File: src/rtl/hex_scroll_ctrl.sv
// hex_scroll_ctrl: two-digit scrolling window over a small hex-digit message buffer.
module hex_scroll_ctrl #(
    parameter int TICK_DIV = 50000000,
    parameter int DEPTH    = 8
) (
    input  logic                     clk,
    input  logic                     rst_n,
    input  logic                     wr_en,
    input  logic [3:0]               wr_data,
    output logic                     wr_ready,
    input  logic                     clear,
    input  logic                     start,
    input  logic                     stop,
    input  logic                     pause,
    output logic [3:0]               digit_hi,
    output logic [3:0]               digit_lo,
    output logic                     blank_hi,
    output logic                     blank_lo,
    output logic                     busy,
    output logic [$clog2(DEPTH):0]   count
);
    localparam int AW = $clog2(DEPTH);
    localparam int CW = AW + 1;
    localparam int TW = $clog2(TICK_DIV);

    typedef enum logic [1:0] {IDLE, SCROLL, HOLD} state_t;

    state_t         state, state_nxt;
    logic [3:0]     mem [DEPTH];
    logic [AW-1:0]  pos, pos_inc;
    logic [TW-1:0]  tick;
    logic [CW-1:0]  count_nxt;
    logic           wr_acc, go, run, wrap;

    assign busy      = state != IDLE;
    assign wr_ready  = !busy && count < CW'(DEPTH);
    assign wr_acc    = wr_en && wr_ready && !clear;
    assign count_nxt = (!busy && clear) ? '0 : count + CW'(wr_acc);
    // start sees the post-write count so a digit written alongside start is shown
    assign go        = !busy && start && !stop && count_nxt != '0;
    assign run       = busy && !stop && !pause;
    assign wrap      = tick == TW'(TICK_DIV - 1);
    assign pos_inc   = ({1'b0, pos} == count - CW'(1)) ? '0 : pos + AW'(1);

    always_ff @(posedge clk or negedge rst_n)
        if (!rst_n) state <= IDLE;
        else        state <= state_nxt;

    always_comb begin
        state_nxt = state;
        state_nxt = busy ? (stop ? IDLE : pause ? HOLD : SCROLL) : (go ? SCROLL : IDLE);
    end

    always_ff @(posedge clk or negedge rst_n)
        if (!rst_n) begin
            count <= '0;
            pos   <= '0;
            tick  <= '0;
        end else begin
            count <= count_nxt;
            if (go || (busy && stop)) begin
                pos  <= '0;
                tick <= '0;
            end else if (run) begin
                tick <= wrap ? '0 : tick + TW'(1);
                if (wrap) pos <= pos_inc;
            end
        end

    always_ff @(posedge clk)
        if (wr_acc) mem[count[AW-1:0]] <= wr_data;

    always_comb begin
        blank_hi = !busy && count == '0;
        blank_lo = !busy && count < CW'(2);
        digit_hi = blank_hi ? 4'h0 : mem[busy ? pos : '0];
        digit_lo = blank_lo ? 4'h0 : mem[busy ? pos_inc : AW'(1)];
    end
endmodule

File: config.mk
export PLATFORM = sky130hd
export DESIGN_NAME = hex_scroll_ctrl
export DESIGN_NICKNAME = d
export VERILOG_FILES = /design/src/rtl/hex_scroll_ctrl.sv
export SDC_FILE = /design/constraint.sdc
export NUM_CORES = 1
export LEC_CHECK = 0
export ABC_AREA = 0
export ABC_CLOCK_PERIOD_IN_PS = 3640
export BUFFER_PORTS_ARGS = -buffer_cell sky130_fd_sc_hd__buf_2
export CORE_UTILIZATION = 50
export DETAILED_ROUTE_END_ITERATION = 16
export PLACE_DENSITY = 0.68
export SYNTH_ARGS = -nofsm -noshare
export SYNTH_HDL_FRONTEND = slang
export SYNTH_SLANG_ARGS = --single-unit
File: constraint.sdc
create_clock -name clk -period 3.64 [get_ports clk]
set_clock_uncertainty 0.2 [all_clocks]
set_input_delay 0.182 -clock clk [delete_from_list [all_inputs] [get_ports clk]]
set_output_delay 0.182 -clock clk [all_outputs]
set_load 0.01 [all_outputs]
==> impl_results.md <==
* Main synth FF type: dfrtp_1
* Initial antenna violation count at 0
* # diodes at 0
* Fill count at ~660
* Async S/R FF share, synth at 0.522
* Simple-Gate Fraction of Synth Area at 0.207
* Mapped cell area at 3900 um^2
* Cells after Synth at 375
* Storage element area at 1840 um^2
* Die Area at between 8000 and 9000 um^2
* Nets at 420
* Worst Path Class, Setup: reg -> reg
* Length of the first detailed-routing pass in iterations at 6
* Mean Syn Cell Area at slightly above 10 um^2
* Adder-Cell Fraction of Synth Area at 0.0192
* Mux share of post-synthesis cell area at 0.0600
* H-tree depth at 3
* Num CTS Buffers at 9
* Maximum VDD drop at just over 0.3 mV
* Antenna viol nets, final at 0
* Met3 usage at 0.0589
* Deepest clock path buffer count at 2
* CTS tree: done
* Reg clk slew, reported paths at ~0.08 ns
* Final hold viol count at 0
* Placement Cell Area at between 4000 and 5000 um^2
* Area growth, synth to finish at 12.6%
* Post-synth top area share at 0.246
* Worst hold path type: in -> reg
* Via Count at 3226
* Number of synthesized flops with an enable pin at 32
* GRT met2 Usage at 0.345
* Max Cap Viol at 0
* Core area at around 7400 um^2
* Unrepaired setup endpoints after global routing: false
* Vias/cell at ~6.4
* Clock Root Buffer: clkbuf_8
* Met1 Use GR at 0.360
* Post-synthesis sequential area ratio at 0.471
* Final instance area at 4390 um^2
* Compound-Gate Fraction of Synth Area at 0.182
* Vias in the first global route at between 3k and 4k
* Cell taking the most area after synthesis: edfxtp_1
* DIE WIDTH at 90.3 um
* Leakage at 1.59 nW
* Net Count, Synth at 392
* Initial detailed-routing violation count at ~280
* Rows at 31
* Global-route wire length before repair at between 15000 and 20000 um
* Top post-synthesis cells by area: edfxtp_1 25%, dfrtp_1 22%, mux4_2 2.9%, mux2i_1 2.8%, nor2_1 2.7%
* Gr ovfl total at 0
* Clock sink count at 67
* CP Capture Type: flip-flop
* # DRC at 0
* Crit path DAT at approximately 3.5 ns
* Area occupied by multi-input gates at ~1900 um^2
* Max-slew violation count at 0
* Total track usage at 0.243
* Max Clk Rate at 296 MHz
* XOR/XNOR share of the synthesized area at 0.0196
* Reg2reg path depth at 10
* Initial core utilization at 0.526
* Rel. slew slack at 0.420
* Post-DP HPWL at just under 7000 um
* Library cells used by synthesis at 66
* Share of cells above drive strength 1 at 0.176
* Min Tclk post-route at around 3.4 ns
* Wire length per cell at approximately 19 um
* Endpoints failing setup at 0
* CP required at about 3.7 ns
* IO Pins at 27
* Post-synth top cells: 35 x dfrtp_1, 32 x edfxtp_1, 28 x nor2_1
* Critical Path Fanout Max at 38
* Status: finished, final reports clean
* Fin Setup TNS at 0 ns
* Worst skew pair latency at 0.34 ns
* Count leader, synth: dfrtp_1
* Worst slew pin tran at approximately 0.86 ns
* Most crowded layer after global routing: met1
* Register bit count reported by yosys at 67
* Synth warn at 0
* Startpoint types: flip-flop
* Final WL at 9590 um
* Die Y at 90.3 um
* Crit share post-route at 0.927
* Hold Path Depth at 4
* Largest family of logic cells by synthesized area: simple AND/OR/NAND/NOR gates
* Port Buffer Count at 26
* RD Place Congestion at roughly 0.95
* Largest net degree at the start of global routing at 39
* Power Dens Cells at about 420 nW/um^2
==> where the power goes <==
part | switching (mW) | total [mW] | internal, mW
logic | 0.176 | 0.278 | 0.102
registers | 0.0490 | 0.884 | 0.835
clock network | 0.307 | 0.697 | 0.390
total | 0.532 | 1.86 | 1.33
==> state kept, by name, indices dropped and copies added, names as in the netlist <==
signal  count
state       2
count       4
tick       26
mem        32
pos         3
==> critical path, stage by stage, from the launching register on <==
cell      delay, ns
dfrtp_1        0.42
nor2_4         0.30
inv_2          0.07
nor4b_1        0.49
ha_1           0.30
a31oi_1        0.13
o211ai_2       0.37
a21oi_2        0.08
buf_4          0.25
or4_4          0.54
a21oi_2        0.14
==> through the flow <==
step                      power, mW  hold slack (ns)  utilization  setup slack, ns  std cells
after global placement         1.16            0.119        0.551            0.304        483
after detailed placement       1.17            0.124        0.551            0.141        483
after global routing           1.95           0.0484        0.593           0.0206        507
after CTS                      1.87           0.0350        0.592            0.123        507
final                          1.86           0.0443        0.593            0.264        507
after floorplan                1.08           -0.314            -            0.764        375
==> final timing paths <==
path | from | to | slack, ns
min in group asynchronous | rst_n | tick[20] | 0.26
min | start | state[0] | 0.04
max in group asynchronous | rst_n | tick[6] | 2.47
max reg2reg | state[1] | tick[13] | 0.26
min reg2reg | tick[1] | tick[1] | 0.31
max | state[1] | tick[13] | 0.26
==> cell type report <==
class / count / share of cell area
timing repair buffer: 39 / 0.0564
inverter: 14 / 0.0120
multi-input combinational: 272 / 0.434
sequential: 67 / 0.418
clock buffer: 9 / 0.0282
tap: 99 / 0.0282
clock inverter: 7 / 0.0228
==> logic make-up after synthesis <==
kind of cell / Yosys count
buffers and inverters: 36
XOR/XNOR: 7
AND/OR/NAND/NOR: 137
adder cells (fa/ha/maj): 6
flip-flops: 67
multiplexers: 17
AO/OA/AOI/OAI: 105
==> layout by cell type, fill, tap and decap left out, types with 10 or more instances in the layout <==
cell type / n
a21oi_1: 15
a31oi_1: 12
buf_2: 26
dfrtp_1: 35
edfxtp_1: 32
inv_1: 13
mux2i_1: 11
nand2_1: 18
nand3_1: 19
nand4_1: 11
nor2_1: 28
o21ai_0: 20
or3_1: 10
==> timing repair <==
action / CTS / global route
setup buffers: 0 / 0
hold buffers: 8 / 0
endpoints found under the setup margin: 0 / 18
resized for setup: 0 / 2
endpoints found under the hold margin: 73 / 0
==> routing by layer <==
metal	vias to the layer above	wire (um)
met5	-	0
met4	0	181
met3	19	616
met2	122	4230
met1	1560	4560
li1	1525	-
No activity file was read; power rests on OpenSTA's default activity.
